[src/rtl/lsu_pkg.sv]
// Shared widths, default latencies and the store-buffer entry type for the load/store unit.
package lsu_pkg;
  localparam int unsigned ADDR_W     = 15;
  localparam int unsigned DATA_W     = 16;
  localparam int unsigned TAG_W      = 6;
  localparam int unsigned LD_LATENCY = 4;
  localparam int unsigned WR_LATENCY = 3;
  localparam int unsigned SB_DEPTH   = 4;

  typedef struct packed {
    logic [ADDR_W-1:0] addr;
    logic [DATA_W-1:0] data;
  } store_entry_t;
endpackage

[src/rtl/lsu_if.sv]
// Request, memory-port and CDB signals of the load/store unit; slave is the LSU side.
interface lsu_if #(
  parameter int unsigned TAG_W = lsu_pkg::TAG_W
);
  import lsu_pkg::ADDR_W;
  import lsu_pkg::DATA_W;

  logic              req_valid;
  logic              req_ready;
  logic              req_is_store;
  logic [ADDR_W-1:0] req_addr;
  logic [DATA_W-1:0] req_data;
  logic [TAG_W-1:0]  req_tag;
  logic [ADDR_W-1:0] mem_raddr;
  logic [DATA_W-1:0] mem_rdata;
  logic              mem_wen;
  logic [ADDR_W-1:0] mem_waddr;
  logic [DATA_W-1:0] mem_wdata;
  logic              cdb_valid;
  logic [TAG_W-1:0]  cdb_tag;
  logic [DATA_W-1:0] cdb_data;

  modport master (
    output req_valid, req_is_store, req_addr, req_data, req_tag, mem_rdata,
    input  req_ready, mem_raddr, mem_wen, mem_waddr, mem_wdata, cdb_valid, cdb_tag, cdb_data
  );

  modport slave (
    input  req_valid, req_is_store, req_addr, req_data, req_tag, mem_rdata,
    output req_ready, mem_raddr, mem_wen, mem_waddr, mem_wdata, cdb_valid, cdb_tag, cdb_data
  );
endinterface

[src/rtl/store_buffer.sv]
// Committed-store FIFO; exposes every entry oldest-first with a per-entry valid for forwarding.
module store_buffer
  import lsu_pkg::*;
#(
  parameter int unsigned DEPTH = SB_DEPTH
) (
  input  logic             clk,
  input  logic             reset,
  input  logic             i_push,
  input  store_entry_t     i_push_entry,
  input  logic             i_pop,
  output logic             o_full,
  output logic             o_empty,
  output store_entry_t     o_head,
  output store_entry_t     o_entries [DEPTH],
  output logic [DEPTH-1:0] o_valid
);
  localparam int unsigned PTR_W = (DEPTH > 1) ? $clog2(DEPTH) : 1;

  logic [PTR_W-1:0] r_head;
  logic [PTR_W-1:0] r_tail;
  logic [PTR_W:0]   r_count;
  store_entry_t     r_mem [DEPTH];
  logic             w_do_push;
  logic             w_do_pop;

  assign o_full    = (r_count == (PTR_W+1)'(DEPTH));
  assign o_empty   = (r_count == '0);
  assign o_head    = r_mem[r_head];
  assign w_do_push = i_push && !o_full;
  assign w_do_pop  = i_pop && !o_empty;

  // Index k is the k-th oldest entry, so a higher index is always a younger store
  always_comb begin
    for (int unsigned k = 0; k < DEPTH; k++) begin
      o_entries[k] = r_mem[r_head + PTR_W'(k)];
      o_valid[k]   = ((PTR_W+1)'(k) < r_count);
    end
  end

  always_ff @(posedge clk) begin
    if (w_do_push) r_mem[r_tail] <= i_push_entry;
  end

  always_ff @(posedge clk) begin
    if (reset) begin
      r_head  <= '0;
      r_tail  <= '0;
      r_count <= '0;
    end else begin
      if (w_do_push) r_tail <= r_tail + 1'b1;
      if (w_do_pop)  r_head <= r_head + 1'b1;
      case ({w_do_push, w_do_pop})
        2'b10:   r_count <= r_count + 1'b1;
        2'b01:   r_count <= r_count - 1'b1;
        default: r_count <= r_count;
      endcase
    end
  end
endmodule

[src/rtl/load_store_unit.sv]
// In-order load/store unit: store buffer with forwarding, fixed-latency load pipeline, CDB broadcast.
module load_store_unit #(
  parameter int unsigned LD_LATENCY = lsu_pkg::LD_LATENCY,
  parameter int unsigned WR_LATENCY = lsu_pkg::WR_LATENCY,
  parameter int unsigned SB_DEPTH   = lsu_pkg::SB_DEPTH,
  parameter int unsigned TAG_W      = lsu_pkg::TAG_W
) (
  input  logic clk,
  input  logic reset,
  lsu_if.slave bus
);
  import lsu_pkg::*;

  typedef struct packed {
    logic              valid;
    logic [TAG_W-1:0]  tag;
    logic [ADDR_W-1:0] addr;
    logic              fwd_hit;
    logic [DATA_W-1:0] fwd_data;
  } load_stage_t;

  typedef struct packed {
    logic         valid;
    store_entry_t entry;
  } wr_slot_t;

  load_stage_t       r_ld_pipe [LD_LATENCY];
  wr_slot_t          r_wr_slot [WR_LATENCY];
  logic [ADDR_W-1:0] r_raddr;

  logic              w_sb_full;
  logic              w_sb_empty;
  logic              w_push;
  logic              w_pop;
  logic              w_ld_accept;
  logic              w_block;
  logic              w_fwd_hit;
  logic [DATA_W-1:0] w_fwd_data;
  store_entry_t      w_head;
  store_entry_t      w_push_entry;
  store_entry_t      w_sb_entries [SB_DEPTH];
  logic [SB_DEPTH-1:0] w_sb_valid;
  load_stage_t       w_ld_out;

  assign bus.req_ready = !(bus.req_is_store && w_sb_full);
  assign w_ld_accept   = !reset && bus.req_valid && !bus.req_is_store;
  assign w_push        = !reset && bus.req_valid && bus.req_is_store && !w_sb_full;
  assign w_push_entry  = '{addr: bus.req_addr, data: bus.req_data};
  assign w_pop         = !reset && !w_sb_empty && !w_block;

  store_buffer #(
    .DEPTH(SB_DEPTH)
  ) u_store_buffer (
    .clk          (clk),
    .reset        (reset),
    .i_push       (w_push),
    .i_push_entry (w_push_entry),
    .i_pop        (w_pop),
    .o_full       (w_sb_full),
    .o_empty      (w_sb_empty),
    .o_head       (w_head),
    .o_entries    (w_sb_entries),
    .o_valid      (w_sb_valid)
  );

  // A load that will read memory must sample before a same-address store is released
  always_comb begin
    w_block = 1'b0;
    for (int unsigned i = 0; i < LD_LATENCY; i++) begin
      if (r_ld_pipe[i].valid && !r_ld_pipe[i].fwd_hit && (r_ld_pipe[i].addr == w_head.addr))
        w_block = 1'b1;
    end
  end

  // Scan oldest in-flight write to youngest buffered store; the last match wins.
  // The head being drained this cycle is still a valid buffer entry, so it is covered here.
  always_comb begin
    w_fwd_hit  = 1'b0;
    w_fwd_data = '0;
    for (int unsigned i = WR_LATENCY; i > 0; i--) begin
      if (r_wr_slot[i-1].valid && (r_wr_slot[i-1].entry.addr == bus.req_addr)) begin
        w_fwd_hit  = 1'b1;
        w_fwd_data = r_wr_slot[i-1].entry.data;
      end
    end
    for (int unsigned k = 0; k < SB_DEPTH; k++) begin
      if (w_sb_valid[k] && (w_sb_entries[k].addr == bus.req_addr)) begin
        w_fwd_hit  = 1'b1;
        w_fwd_data = w_sb_entries[k].data;
      end
    end
  end

  always_ff @(posedge clk) begin
    if (reset) begin
      for (int unsigned i = 0; i < LD_LATENCY; i++) r_ld_pipe[i] <= '0;
      for (int unsigned i = 0; i < WR_LATENCY; i++) r_wr_slot[i] <= '0;
      r_raddr <= '0;
    end else begin
      r_ld_pipe[0] <= '{valid: w_ld_accept, tag: bus.req_tag, addr: bus.req_addr,
                        fwd_hit: w_fwd_hit, fwd_data: w_fwd_data};
      for (int unsigned i = 1; i < LD_LATENCY; i++) r_ld_pipe[i] <= r_ld_pipe[i-1];
      r_wr_slot[0] <= '{valid: w_pop, entry: w_head};
      for (int unsigned i = 1; i < WR_LATENCY; i++) r_wr_slot[i] <= r_wr_slot[i-1];
      if (w_ld_accept) r_raddr <= bus.req_addr;
    end
  end

  assign w_ld_out      = r_ld_pipe[LD_LATENCY-1];
  assign bus.mem_raddr = reset ? '0 : (w_ld_accept ? bus.req_addr : r_raddr);
  assign bus.mem_wen   = w_pop;
  assign bus.mem_waddr = w_pop ? w_head.addr : '0;
  assign bus.mem_wdata = w_pop ? w_head.data : '0;
  assign bus.cdb_valid = !reset && w_ld_out.valid;
  assign bus.cdb_tag   = bus.cdb_valid ? w_ld_out.tag : '0;
  assign bus.cdb_data  = !bus.cdb_valid ? '0 :
                         (w_ld_out.fwd_hit ? w_ld_out.fwd_data : bus.mem_rdata);
endmodule

[src/flat_wrapper.sv]
// flat-port wrapper written by rule: the top's interface ports become plain ports
module load_store_unit_flat import lsu_pkg::*;
#(
  parameter int unsigned LD_LATENCY = lsu_pkg::LD_LATENCY,
  parameter int unsigned WR_LATENCY = lsu_pkg::WR_LATENCY,
  parameter int unsigned SB_DEPTH   = lsu_pkg::SB_DEPTH,
  parameter int unsigned TAG_W      = lsu_pkg::TAG_W
)
  (clk, reset, bus_req_valid, bus_req_is_store, bus_req_addr, bus_req_data, bus_req_tag, bus_mem_rdata, bus_req_ready, bus_mem_raddr, bus_mem_wen, bus_mem_waddr, bus_mem_wdata, bus_cdb_valid, bus_cdb_tag, bus_cdb_data);
  lsu_if #(.TAG_W(TAG_W)) bus_i ();
  input  logic clk;
  input  logic reset;
  input wire logic [$bits(bus_i.req_valid)-1:0] bus_req_valid;
  input wire logic [$bits(bus_i.req_is_store)-1:0] bus_req_is_store;
  input wire logic [$bits(bus_i.req_addr)-1:0] bus_req_addr;
  input wire logic [$bits(bus_i.req_data)-1:0] bus_req_data;
  input wire logic [$bits(bus_i.req_tag)-1:0] bus_req_tag;
  input wire logic [$bits(bus_i.mem_rdata)-1:0] bus_mem_rdata;
  output wire logic [$bits(bus_i.req_ready)-1:0] bus_req_ready;
  output wire logic [$bits(bus_i.mem_raddr)-1:0] bus_mem_raddr;
  output wire logic [$bits(bus_i.mem_wen)-1:0] bus_mem_wen;
  output wire logic [$bits(bus_i.mem_waddr)-1:0] bus_mem_waddr;
  output wire logic [$bits(bus_i.mem_wdata)-1:0] bus_mem_wdata;
  output wire logic [$bits(bus_i.cdb_valid)-1:0] bus_cdb_valid;
  output wire logic [$bits(bus_i.cdb_tag)-1:0] bus_cdb_tag;
  output wire logic [$bits(bus_i.cdb_data)-1:0] bus_cdb_data;
  assign bus_i.req_valid = bus_req_valid;
  assign bus_i.req_is_store = bus_req_is_store;
  assign bus_i.req_addr = bus_req_addr;
  assign bus_i.req_data = bus_req_data;
  assign bus_i.req_tag = bus_req_tag;
  assign bus_i.mem_rdata = bus_mem_rdata;
  assign bus_req_ready = bus_i.req_ready;
  assign bus_mem_raddr = bus_i.mem_raddr;
  assign bus_mem_wen = bus_i.mem_wen;
  assign bus_mem_waddr = bus_i.mem_waddr;
  assign bus_mem_wdata = bus_i.mem_wdata;
  assign bus_cdb_valid = bus_i.cdb_valid;
  assign bus_cdb_tag = bus_i.cdb_tag;
  assign bus_cdb_data = bus_i.cdb_data;
  load_store_unit #(.LD_LATENCY(LD_LATENCY), .WR_LATENCY(WR_LATENCY), .SB_DEPTH(SB_DEPTH), .TAG_W(TAG_W)) u_core (.clk(clk), .reset(reset), .bus(bus_i));
endmodule
[config.mk]
export PLATFORM = sky130hd
export DESIGN_NAME = load_store_unit_flat
export DESIGN_NICKNAME = d
export VERILOG_FILES = /design/src/rtl/lsu_pkg.sv /design/src/rtl/lsu_if.sv /design/src/rtl/store_buffer.sv /design/src/rtl/load_store_unit.sv /design/src/flat_wrapper.sv
export SDC_FILE = /design/constraint.sdc
export NUM_CORES = 1
export LEC_CHECK = 0
export ABC_AREA = 1
export BUFFER_PORTS_ARGS = -buffer_cell sky130_fd_sc_hd__buf_2
export CAP_MARGIN = 20
export CORE_UTILIZATION = 30
export CTS_CLUSTER_DIAMETER = 150
export CTS_CLUSTER_SIZE = 8
export DETAILED_ROUTE_END_ITERATION = 10
export PLACE_DENSITY = 0.45
export SETUP_SLACK_MARGIN = 0.5
export SLEW_MARGIN = 25
export SYNTH_ARGS = -nofsm -noshare
export SYNTH_HDL_FRONTEND = slang
export SYNTH_SLANG_ARGS = --single-unit
export TNS_END_PERCENT = 30
[constraint.sdc]
create_clock -name clk -period 4.1 [get_ports clk]
set_clock_uncertainty 0.15 [all_clocks]
set_input_delay 0.82 -clock clk [delete_from_list [all_inputs] [get_ports clk]]
set_output_delay 0.82 -clock clk [all_outputs]
set_load 0.03 [all_outputs]
==> parameters.txt, run 1 <==
Parameter                              Value

Logic synthesis
  Async set or reset register ratio after synthesis    0%
  Number of warnings printed during yosys synthesis    0
  Cell area after synthesis    19,100 µm²
  Synth Area per Inst    7.08 µm²
  Top FF cell, synth    sky130_fd_sc_hd__dfxtp_1
  Post-synth top cells    825 x sky130_fd_sc_hd__nand2_1, 430 x sky130_fd_sc_hd__nor2_1, 356 x sky130_fd_sc_hd__inv_1, 276 x sky130_fd_sc_hd__dfxtp_1, 171 x sky130_fd_sc_hd__o21ai_0
  Fraction of post-synthesis cell area in the top cell type by area    28.9%
  Gate count after technology mapping    2,696
  Post-synthesis net count    2,762
  Number of distinct library cells after synthesis    37
  Leading cell type by number of instances after synthesis    sky130_fd_sc_hd__nand2_1
  Sequential element share of the synthesized area    48.4%
  Largest area contributor in the synthesized netlist    sky130_fd_sc_hd__dfxtp_1
  EDFF count, synth    124
  Top cells by area in the synthesized netlist    sky130_fd_sc_hd__dfxtp_1 29%, sky130_fd_sc_hd__edfxtp_1 19%, sky130_fd_sc_hd__nand2_1 16%, sky130_fd_sc_hd__nor2_1 8.5%, sky130_fd_sc_hd__inv_1 7.0%
  Synth Register Bits    400

Critical path
  CP arrival    2.88 ns
  Maximum fanout count along the critical path    15
  Critical Path Source Type    flop
  Critical path type    reg2out
  Element type at the critical path end    output port
  Critical Path RT    3.13 ns

Placed design
  Final weighted congestion in routability-driven placement    0.958
  Total half-perimeter wirelength after legalization and detailed placement    47.5 mm
  PortBufs    127
  Worst setup slack after placement    0.205 ns

Layout
  Final net count    2,907
  Filler Cell Count    6,678
  Ratio of cells with drive above 1 in the final layout    13.0%
  Syn-to-layout area delta    20.3%

Die
  Initial core utilization    30.3%
  Number of cell rows    92
  Area of the core    63,000 µm²
  Total die area    64,700 µm²
  Die Wd    254 µm
  Height of the die    254 µm
  Top Ports    128

Drt
  Vias    17,300
  Post-detailed-route DRC marker count    0
  Via count normalized by instance count    4.66
  Drt first-iter violations    1,765
  Drt pass-1 iters    5
  Remaining antenna violation count after routing    0
  Drt total wl    68.8 mm
  Detail-routed net length per standard cell    18.5 µm

Global routing
  Gr ovfl total    0
  Number of antenna violations at the first check in global routing    2
  Largest net degree at the start of global routing    99
  First-pass GRT wire length    102 mm
  Via count of the first global-routing pass    16,300
  All-Layer GR Usage    21.2%

CTS
  Clock latency reported for the late side of the worst-skew pair    0.65 ns
  Clock input transition at the sequential cells of the worst setup and hold paths    0.05 ns
  Number of buffers created by CTS    55
  Maximum level of the CTS H-tree    2
  CTS sink cnt    400
  Number of buffers inserted by hold repair at cts    0
  Cell at the root of the clock tree    sky130_fd_sc_hd__clkbuf_16
  TritonCTS clock tree    yes
  Maximum buffer depth of the clock tree    3

Timing
  Setup repair after global routing missed its margin    yes
  Total negative setup slack    0 ns
  Minimum period implied by the final worst setup slack    3.85 ns
  Hold violation total from the final report    0
  Top achievable clock speed    0.260 GHz
  Worst slew slack as a fraction of its limit    34.4%
  Worst Max-Slew Pin Slew    0.984 ns
  Number of failing setup endpoints in the final timing report    0
  Post-route clock period utilization    94.0%
  Final Worst Setup Slack    0.247 ns
  Number of pins with negative max-slew slack in the final report    0

Hold path
  Worst Hold Class    reg2reg

Pwr
  Reported leakage power    10.1 nW
  Cell area power density    545 nW/µm²
  IR drop worst, VDD    0.308 mV

Flow run
  Max-cap violation count    0

Outcome
  Status    complete, no violations
-- where the power goes --
part / switching (mW) / internal, mW / total [mW]
logic: 2.69 / 1.20 / 3.88
registers: 0.161 / 4.31 / 4.47
clock network: 1.75 / 2.44 / 4.18
total: 4.60 / 7.94 / 12.5
-- sequential cells by signal (all words and copies together), names as in the netlist, named ones only --
register,count
u_core.u_store_buffer.r_tail,2
u_core.u_store_buffer.r_mem,124
u_core.u_store_buffer.r_count,3
u_core.r_wr_slot,96
u_core.r_raddr,15
u_core.r_ld_pipe,156
u_core.u_store_buffer.r_head,2
-- metrics by stage --
stage / util [%] / std cells / power, mW / hold WS (ns) / instance area, µm²
CTS: 36.4 / 3706 / 12.6 / 0.211 / 22900
global placement: 32.9 / 3607 / 7.90 / 0.241 / 20700
floorplan: - / 2696 / 6.86 / 0.238 / 19100
finish: 36.5 / 3709 / 12.5 / 0.247 / 23000
global route: 36.5 / 3708 / 13.2 / 0.222 / 23000
detailed placement: 32.9 / 3607 / 7.93 / 0.242 / 20700
-- worst paths after layout --
kind,start,end,slack [ns],cells after the start
setup / recovery,flop,bus_mem_wdata[5],0.25,15
hold / removal,u_core.r_ld_pipe[0][115]$_SDFF_PP0_,u_core.r_ld_pipe[0][154]$_SDFF_PP0_,0.25,2
setup reg to reg,u_core.u_store_buffer.r_head[0]$_SDFFE_PP0P_,u_core.r_ld_pipe[0][3]$_SDFF_PP0_,0.65,14
hold reg to reg,u_core.r_ld_pipe[0][115]$_SDFF_PP0_,u_core.r_ld_pipe[0][154]$_SDFF_PP0_,0.25,2
-- cells in the final DEF, fill, tap and decap left out, drive strengths merged, types with 11 or more instances in the layout --
master / n
clkbuf: 76
buf: 217
edfxtp: 124
a221oi: 11
o22ai: 33
nand3: 138
xor2: 20
a21oi: 80
nor2: 436
nand2: 842
inv: 362
dfxtp: 276
o21ai: 185
-- critical path, stage by stage (launching register included) --
cell,delay [ns]
sky130_fd_sc_hd__dfxtp_4,0.39
sky130_fd_sc_hd__buf_16,0.17
sky130_fd_sc_hd__nand2_1,0.06
sky130_fd_sc_hd__nand3_1,0.17
sky130_fd_sc_hd__nand2_4,0.15
sky130_fd_sc_hd__xor2_1,0.20
sky130_fd_sc_hd__nor2_1,0.08
sky130_fd_sc_hd__nand2_1,0.06
sky130_fd_sc_hd__nor2_1,0.04
sky130_fd_sc_hd__nand2_1,0.05
sky130_fd_sc_hd__nand2_1,0.09
sky130_fd_sc_hd__nor2_4,0.16
sky130_fd_sc_hd__inv_4,0.08
sky130_fd_sc_hd__clkbuf_16,0.19
sky130_fd_sc_hd__nor2_4,0.18
sky130_fd_sc_hd__buf_6,0.16
-- area by class of cell --
class	instances	area (µm²)	share of cell area [%]
timing repair buffer	218	1520	6.63
antenna	1	2.50	0.0109
inverter	368	1400	6.08
sequential	400	9260	40.3
clock inverter	3	90.1	0.392
multi-input combinational	1798	8200	35.7
tap	846	1060	4.61
clock buffer	75	1450	6.32
-- per-layer routing --
metal | vias to the layer above | routed length, µm | global-route usage [%] | share of wire, %
li1 | 8629 | - | - | -
met1 | 7842 | 32400 | 30.6 | 47
met2 | 687 | 28600 | 31.0 | 42
met3 | 109 | 6080 | 5.10 | 8.8
met4 | 2 | 1720 | 6.02 | 2.5
met5 | - | 11 | 0 | 0.016
-- cells by family after synthesis --
| logic type | Yosys count | share of synthesized area (%) |
|---|---|---|
| buffers and inverters | 500 | 10.7 |
| DFF | 400 | 48.4 |
| adders and majority gates | 9 | 0.590 |
| and+or+nand+nor | 1430 | 29.5 |
| xor gates and xnor gates | 27 | 1.24 |
| AOI/OAI and AO/OA | 330 | 9.53 |
-- what timing repair did --
| item | in CTS | in global routing |
|---|---|---|
| cloned | 3 | 1 |
| pin swaps | 5 | 5 |
| setup endpoints to repair | 47 | 49 |
| resized for setup | 123 | 14 |
| setup buffers | 18 | 1 |
No activity file was read; power rests on OpenSTA's default activity.
==> inputs of run 2 (changes only) <==
--- a/config.mk
+++ b/config.mk
@@ -8,11 +8,11 @@
 export ABC_AREA = 1
 export BUFFER_PORTS_ARGS = -buffer_cell sky130_fd_sc_hd__buf_2
 export CAP_MARGIN = 20
-export CORE_UTILIZATION = 30
+export CORE_UTILIZATION = 35
 export CTS_CLUSTER_DIAMETER = 150
 export CTS_CLUSTER_SIZE = 8
 export DETAILED_ROUTE_END_ITERATION = 10
-export PLACE_DENSITY = 0.45
+export PLACE_DENSITY = 0.51
 export SETUP_SLACK_MARGIN = 0.5
 export SLEW_MARGIN = 25
 export SYNTH_ARGS = -nofsm -noshare
==> run 2 against run 1 <==
Register-to-register slack got worse by 0.02 ns. Via count rose by 1.2%. Critical path type unchanged. Hold slack barely moved.
==> parameters.txt, run 2 (synthesized netlist as in run 1, its figures left out) <==
Parameter                              Value

Outcome
  Status    complete, no violations

Die
  Number of cell rows    85 (-7.6%)
  Initial core utilization    35.5% (+5.2 points)
  Die Wd    236 µm (-7.4%)
  Top Ports    128 (unchanged)
  Height of the die    236 µm (-7.4%)
  Total die area    55,500 µm² (-14%)
  Area of the core    53,800 µm² (-15%)

Critical path
  CP arrival    2.91 ns (+0.03 ns)
  Critical Path Source Type    flop
  Cell type of the slowest stage on the worst timing path    sky130_fd_sc_hd__dfxtp_4
  Critical Path RT    3.13 ns (about the same)
  Critical path type    reg2out
  Top delay family on crit path    simple AND/OR/NAND/NOR gates
  Element type at the critical path end    output port
  Slowest cell delay on critical path    0.43 ns (+0.04 ns)
  Number of buffer and inverter stages on the critical path    4 (unchanged)
  Critical path cell sequence    buf_12, nand2_1, nand3_1, nand2_4, xor2_1, nor2_1, nand2_1, nor2_1, nand2_1, nand3_2, nor2_4, inv_4, buf_12, nor2_1, buf_4
  Maximum fanout count along the critical path    16 (+1)

Layout
  Combined area of the multi-input logic cells    8010 µm² (-2.4%)
  Largest Register    u_core.r_ld_pipe
  Most common cell after layout, fill and taps aside    sky130_fd_sc_hd__nand2_1
  Largest registers    u_core.r_ld_pipe: 156 flops, u_core.u_store_buffer.r_mem: 124 flops, u_core.r_wr_slot: 96 flops
  Number of flip-flops in the largest register    156 (unchanged)
  Post-Route Utilization    41.8% (+5.3 points)
  Ant diodes    0 (-1)
  Ratio of cells with drive above 1 in the final layout    11.6% (-1.4 points)
  Syn-to-layout area delta    17.7%
  Most frequent cells in the layout    817 x sky130_fd_sc_hd__nand2_1, 423 x sky130_fd_sc_hd__nor2_1, 354 x sky130_fd_sc_hd__inv_1, 273 x sky130_fd_sc_hd__dfxtp_1, 163 x sky130_fd_sc_hd__o21ai_0
  Sequential cell area in the final layout    9260 µm² (about the same)
  Final net count    2,896 (-0.38%)
  Filler Cell Count    5,564 (-17%)

Pwr
  Cell area power density    552 nW/µm² (+1.1%)
  Part of the power in combinational logic    30.5% (-0.5 points)
  IR drop worst, VDD    0.327 mV (+6.3%)
  Reg power frac    36.0% (+0.4 points)
  Design internal power    7.85 mW (-1.1%)
  Reported leakage power    10.0 nW (-0.87%)
  Clock power frac    33.5% (about the same)
  Net switching fraction of the power    36.6% (about the same)
  Net load switching power    4.54 mW (-1.2%)

Timing
  Number of failing setup endpoints in the final timing report    0 (unchanged)
  Hold violation total from the final report    0 (unchanged)
  Minimum period implied by the final worst setup slack    3.88 ns (+0.0222 ns)
  Top achievable clock speed    0.258 GHz (-0.57%)
  Worst slew slack as a fraction of its limit    30.8% (-3.6 points)
  Final hold slack    0.246 ns (-0.000345 ns)
  Post-route clock period utilization    94.5% (+0.54 points)
  Setup repair after global routing missed its margin    yes
  Total negative setup slack    0 ns (unchanged)
  Number of pins with negative max-slew slack in the final report    0 (unchanged)
  Final Worst Setup Slack    0.225 ns (-0.0222 ns)
  Worst Max-Slew Pin Slew    1.04 ns (+0.0544 ns)

Placed design
  Worst setup slack after placement    0.251 ns (+0.0462 ns)
  PortBufs    127 (unchanged)
  Final weighted congestion in routability-driven placement    0.894 (-6.7%)
  Total half-perimeter wirelength after legalization and detailed placement    45.7 mm (-3.7%)

Drt
  Drt pass-1 iters    6 (+1)
  Remaining antenna violation count after routing    0 (unchanged)
  Drt first-iter violations    1,643 (-6.9%)
  Drt total wl    66.9 mm (-2.7%)
  Detail-routed net length per standard cell    18.9 µm (+1.7%)
  Post-detailed-route DRC marker count    0 (unchanged)
  Via count normalized by instance count    4.92 (+5.8%)
  Vias    17,500 (+1.2%)

CTS
  Maximum level of the CTS H-tree    2 (unchanged)
  Maximum buffer depth of the clock tree    3 (unchanged)
  Number of buffers created by CTS    55 (unchanged)
  TritonCTS clock tree    yes
  CTS sink cnt    400 (unchanged)
  Cell at the root of the clock tree    sky130_fd_sc_hd__clkbuf_16
  Clock input transition at the sequential cells of the worst setup and hold paths    0.05 ns (about the same)
  Clock latency reported for the late side of the worst-skew pair    0.63 ns (-0.02 ns)

Global routing
  Gr ovfl total    0 (unchanged)
  Via count of the first global-routing pass    16,100 (-0.64%)
  Largest net degree at the start of global routing    234 (+140%)
  First-pass GRT wire length    101 mm (-1.3%)
  All-Layer GR Usage    24.0% (+2.8 points)
  Number of antenna violations at the first check in global routing    1 (-1)

Hold path
  Worst Hold Class    reg2reg

Flow run
  Max-cap violation count    0 (unchanged)
==> run 2: cell types whose count changed in the layout (fill, tap and decap cells not counted), sizes merged <==
cell	delta
clkbuf	+2
diode	-1
nand2	-1
buf	-10
==> run 2: power groups by stage <==
stage          logic [mW]  clock network, mW  registers (mW)
6_report             3.78               4.15            4.46
3_3_place_gp         3.45                  0            4.51
5_1_grt              4.13               4.42            4.48
4_1_cts              3.70               4.27            4.45
3_5_place_dp         3.47                  0            4.52
2_1_floorplan        2.40                  0            4.46
==> run 2: area by class of cell <==
class	count	share of cell area (%)
multi-input combinational	1797	35.6
tap	696	3.88
clock buffer	77	6.49
timing repair buffer	208	6.26
clock inverter	3	0.340
sequential	400	41.2
inverter	368	6.20
==> run 2: through the flow <==
| step | total power, mW | std cells | cell area, µm² |
|---|---|---|---|
| 2_1_floorplan | 6.86 | 2696 | 19100 |
| 3_3_place_gp | 7.96 | 3454 | 20600 |
| 3_5_place_dp | 7.99 | 3454 | 20600 |
| 4_1_cts | 12.4 | 3547 | 22400 |
| 5_1_grt | 13.0 | 3549 | 22500 |
| 6_report | 12.4 | 3549 | 22500 |
==> run 2: layer usage <==
| layer | track usage [%] | up-vias | share of wire, % |
|---|---|---|---|
| met5 | 0 | - | 0.012 |
| met2 | 35.4 | 707 | 42 |
| met3 | 3.76 | 124 | 7.4 |
| li1 | - | 8631 | - |
| met1 | 35.4 | 8014 | 48 |
| met4 | 8.18 | 2 | 3.0 |
==> run 2: what timing repair did <==
| action | in CTS | in global routing |
|---|---|---|
| endpoints found under the setup margin | 46 | 49 |
| hold buffers | 0 | 0 |
| pin swaps | 5 | 1 |
| cloned | 2 | 1 |
| setup buffers | 11 | 1 |
| resized for setup | 63 | 10 |
==> run 2: worst paths after layout <==
kind                                                                    from                                  to  slack, ns  cells after the start
worst max-delay path                                                    flop                    bus_mem_wdata[7]       0.22                     15
worst min-delay path                      u_core.r_ld_pipe[0][47]$_SDFF_PP0_  u_core.r_ld_pipe[0][86]$_SDFF_PP0_       0.25                      2
worst min register to register            u_core.r_ld_pipe[0][47]$_SDFF_PP0_  u_core.r_ld_pipe[0][86]$_SDFF_PP0_       0.25                      2
worst max register to register  u_core.u_store_buffer.r_head[1]$_SDFFE_PP0P_  u_core.r_ld_pipe[0][14]$_SDFF_PP0_       0.63                     17
==> run 2: worst min-delay path: cells and delay by family (launching register included) <==
| kind | cells | cell delay, ns |
|---|---|---|
| and+or+nand+nor | 1 | 0.03 |
| DFF | 1 | 0.29 |
| buffers and inverters | 1 | 0.04 |
==> inputs of run 3 (changes only) <==
--- a/config.mk
+++ b/config.mk
@@ -17,5 +17,6 @@
 export SLEW_MARGIN = 25
 export SYNTH_ARGS = -nofsm -noshare
 export SYNTH_HDL_FRONTEND = slang
+export SYNTH_HIERARCHICAL = 1
 export SYNTH_SLANG_ARGS = --single-unit
 export TNS_END_PERCENT = 30
==> run 3 against run 2 <==
Routed wire length grew 0.94%. Hold slack worse by 0.020 ns. Final cell count is 1.8% lower. First-iteration DRC count up 6.0%. Clock power about the same. Synthesized area rose by 1.3%. Sequential share of layout area down 1.2 points. Worst setup slack lost 0.18 ns. Register-to-register slack better by 0.04 ns. Clock-buffer cell count is 3 lower. Critical path depth fell by 1. Critical path type unchanged.
==> parameters.txt, run 3 <==
Parameter                              Value

CTS
  TritonCTS clock tree    yes
  Maximum level of the CTS H-tree    2 (unchanged)
  CTS sink cnt    400 (unchanged)
  Clock latency reported for the late side of the worst-skew pair    0.62 ns (about the same)
  Number of buffers created by CTS    55 (unchanged)
  Clock input transition at the sequential cells of the worst setup and hold paths    0.05 ns (about the same)
  Maximum buffer depth of the clock tree    3 (unchanged)
  Cell at the root of the clock tree    sky130_fd_sc_hd__clkbuf_16

Layout
  Most common cell after layout, fill and taps aside    sky130_fd_sc_hd__nand2_1
  Post-Route Utilization    42.7% (+0.94 points)
  Largest Register    u_core/r_ld_pipe
  Final net count    2,834 (-2.1%)
  Most frequent cells in the layout    574 x sky130_fd_sc_hd__nand2_1, 385 x sky130_fd_sc_hd__nor2_1, 362 x sky130_fd_sc_hd__inv_1, 272 x sky130_fd_sc_hd__dfxtp_1, 213 x sky130_fd_sc_hd__o21ai_0
  Syn-to-layout area delta    19.6%
  Number of flip-flops in the largest register    156 (unchanged)
  Largest registers    u_core/r_ld_pipe: 156 flops, u_core/u_store_buffer/r_mem: 124 flops, u_core/r_wr_slot: 96 flops
  Filler Cell Count    5,552 (-0.22%)
  Ratio of cells with drive above 1 in the final layout    15.8% (+4.2 points)

Flow run
  Max-cap violation count    0 (unchanged)

Critical path
  Critical Path RT    3.13 ns (about the same)
  Source of the worst register-to-register timing path    u_core/u_store_buffer/r_head[1]$_SDFFE_PP0P_
  Endpoint of the worst register-to-register path    u_core/r_ld_pipe[0][12]$_SDFF_PP0_
  Element type at the critical path end    output port
  Critical Path Source Type    flop
  Depth of the most critical reg-to-reg path    15 (-2)
  Critical path type    reg2out
  Register-to-register setup slack    0.67 ns (+0.04 ns)
  CP arrival    3.09 ns (+0.18 ns)
  Maximum fanout count along the critical path    10 (-6)

Hold path
  Worst Hold Class    reg2reg
  Number of instances on the worst hold path    2 (unchanged)
  Worst min-delay path endpoint    u_core/r_ld_pipe[0][152]$_SDFF_PP0_
  Start point of the worst hold path    u_core/r_ld_pipe[0][113]$_SDFF_PP0_

Placed design
  Total half-perimeter wirelength after legalization and detailed placement    46.5 mm (+1.7%)
  Final weighted congestion in routability-driven placement    0.948 (+6.1%)
  PortBufs    127 (unchanged)
  Worst setup slack after placement    -0.0519 ns (-0.303 ns)

Timing
  Worst Max-Slew Pin Slew    0.801 ns (-0.237 ns)
  Number of failing setup endpoints in the final timing report    0 (unchanged)
  Setup repair after global routing missed its margin    yes
  Top achievable clock speed    0.246 GHz (-4.5%)
  Total negative setup slack    0 ns (unchanged)
  Final Worst Setup Slack    0.0429 ns (-0.182 ns)
  Minimum period implied by the final worst setup slack    4.06 ns (+0.182 ns)
  Number of pins with negative max-slew slack in the final report    0 (unchanged)
  Post-route clock period utilization    99.0% (+4.4 points)
  Hold violation total from the final report    0 (unchanged)
  Worst slew slack as a fraction of its limit    46.6% (+16 points)

Logic synthesis
  Fraction of post-synthesis cell area in the top cell type by area    28.5% (-0.38 points)
  Post-synth top cells    575 x sky130_fd_sc_hd__nand2_1, 396 x sky130_fd_sc_hd__nor2_1, 375 x sky130_fd_sc_hd__inv_1, 276 x sky130_fd_sc_hd__dfxtp_1, 234 x sky130_fd_sc_hd__o21ai_0
  Async set or reset register ratio after synthesis    0% (unchanged)
  Synth Register Bits    400 (unchanged)
  Gate count after technology mapping    2,619 (-2.9%)
  Leading cell type by number of instances after synthesis    sky130_fd_sc_hd__nand2_1
  Top cells by area in the synthesized netlist    sky130_fd_sc_hd__dfxtp_1 29%, sky130_fd_sc_hd__edfxtp_1 19%, sky130_fd_sc_hd__nand2_1 11%, sky130_fd_sc_hd__nor2_1 7.7%, sky130_fd_sc_hd__inv_1 7.3%
  Top FF cell, synth    sky130_fd_sc_hd__dfxtp_1
  Synth Area per Inst    7.39 µm² (+4.3%)
  Number of distinct library cells after synthesis    40 (+8.1%)
  EDFF count, synth    124 (unchanged)
  Sequential element share of the synthesized area    47.8% (-0.64 points)
  Cell area after synthesis    19,400 µm² (+1.3%)
  Number of warnings printed during yosys synthesis    6 (+6)
  Largest area contributor in the synthesized netlist    sky130_fd_sc_hd__dfxtp_1
  Post-synthesis net count    2,685 (-2.8%)

Pwr
  IR drop worst, VDD    0.306 mV (-6.6%)
  Reported leakage power    10.0 nW (about the same)
  Cell area power density    414 nW/µm² (-25%)

Global routing
  Number of antenna violations at the first check in global routing    4 (+3)
  First-pass GRT wire length    99.0 mm (-1.8%)
  Via count of the first global-routing pass    16,100 (-0.37%)
  All-Layer GR Usage    23.4% (-0.59 points)
  Gr ovfl total    0 (unchanged)
  Largest net degree at the start of global routing    182 (-22%)

Drt
  Vias    17,300 (-0.82%)
  Drt first-iter violations    1,741 (+6.0%)
  Via count normalized by instance count    4.97 (+1.0%)
  Remaining antenna violation count after routing    0 (unchanged)
  Detail-routed net length per standard cell    19.4 µm (+2.8%)
  Drt pass-1 iters    6 (unchanged)
  Post-detailed-route DRC marker count    0 (unchanged)
  Drt total wl    67.5 mm (+0.94%)

Die
  Number of cell rows    85 (unchanged)
  Initial core utilization    35.7% (+0.19 points)
  Top Ports    128 (unchanged)
  Total die area    56,200 µm² (+1.3%)
  Area of the core    54,200 µm² (+0.79%)
  Height of the die    237 µm (+0.66%)
  Die Wd    237 µm (+0.66%)

Outcome
  Status    complete, no violations
## run 3: final cells by class
cell class | instances | area [µm²] | area share [%]
Antenna cell | 1 | 2.50 | 0.0108
Clock buffer | 74 | 1450 | 6.25
Clock inverter | 3 | 90.1 | 0.389
Inverter | 396 | 1510 | 6.54
Multi-Input combinational cell | 1659 | 7910 | 34.2
Sequential cell | 400 | 9260 | 40.0
Tap cell | 696 | 871 | 3.76
Timing Repair Buffer | 255 | 2050 | 8.86
Timing Repair inverter | 1 | 8.76 | 0.0378
## run 3: where the power goes
part           switching, mW  internal, mW
combinational          0.762         0.387
sequential            0.0581          4.19
clock                   1.75          2.43
## run 3: per-stage QoR
stage          instances  instance area [µm²]  hold WS [ns]  total power, mW
2_1_floorplan       2619                19400         0.238             4.97
3_3_place_gp        3364                20700         0.239             5.32
3_5_place_dp        3364                20700         0.242             5.33
4_1_cts             3475                22900         0.219             9.62
5_1_grt             3484                23200         0.244             9.93
6_report            3485                23200         0.226             9.58
## run 3: cell families (layout without fill, tap and decap cells)
family                     Yosys count  count (layout)  share of synthesized area, %
and+or+nand+nor                   1151            1151                          24.4
buffers and inverters              560             729                          12.7
AOI/OAI and AO/OA                  473             473                          13.3
DFF                                400             400                          47.8
xor gates and xnor gates            26              26                          1.18
adders and majority gates            9               9                         0.582
other                                0               1                             0
## run 3: how the worst max path moves through the flow
stage,from,end,slack [ns],cells past startpoint
global placement,flop,bus_mem_wdata[4],-0.004,13
detailed placement,flop,bus_mem_wdata[2],-0.05,13
floorplan,flop,bus_mem_wdata[10],0.33,14
finish,flop,bus_mem_waddr[11],0.04,14
CTS,flop,bus_mem_waddr[7],0.03,14
global route,flop,bus_mem_wdata[4],-0.1,16
## run 3: critical path, cell delays in order (launching register included)
cell and delay [ns]:
sky130_fd_sc_hd__dfxtp_4 0.42, sky130_fd_sc_hd__bufbuf_16 0.30, sky130_fd_sc_hd__nor2_1 0.05, sky130_fd_sc_hd__o21ai_2 0.21
sky130_fd_sc_hd__buf_6 0.17, sky130_fd_sc_hd__nand2_1 0.07, sky130_fd_sc_hd__a21oi_2 0.12, sky130_fd_sc_hd__nand4_1 0.08
sky130_fd_sc_hd__nor4_1 0.25, sky130_fd_sc_hd__nand2_1 0.13, sky130_fd_sc_hd__nand2_4 0.12, sky130_fd_sc_hd__buf_12 0.15
sky130_fd_sc_hd__clkbuf_16 0.16, sky130_fd_sc_hd__nor3_1 0.06, sky130_fd_sc_hd__buf_4 0.16
## run 3: routing by layer
layer	vias up	share of wire, %	track usage, %	routed length [µm]
met2	641	44	36.1	29400
met5	-	0.056	0	38
met1	8023	46	32.8	31000
li1	8532	-	-	-
met4	6	3.5	8.50	2370
met3	133	7.0	4.16	4730
## run 3: what timing repair did
action / in CTS / in global routing
setup buffers: 29 / 6
resized for setup: 102 / 40
setup endpoints to repair: 50 / 50
pin swaps: 17 / 8
cloned: 5 / 3
hold buffers: 0 / 0
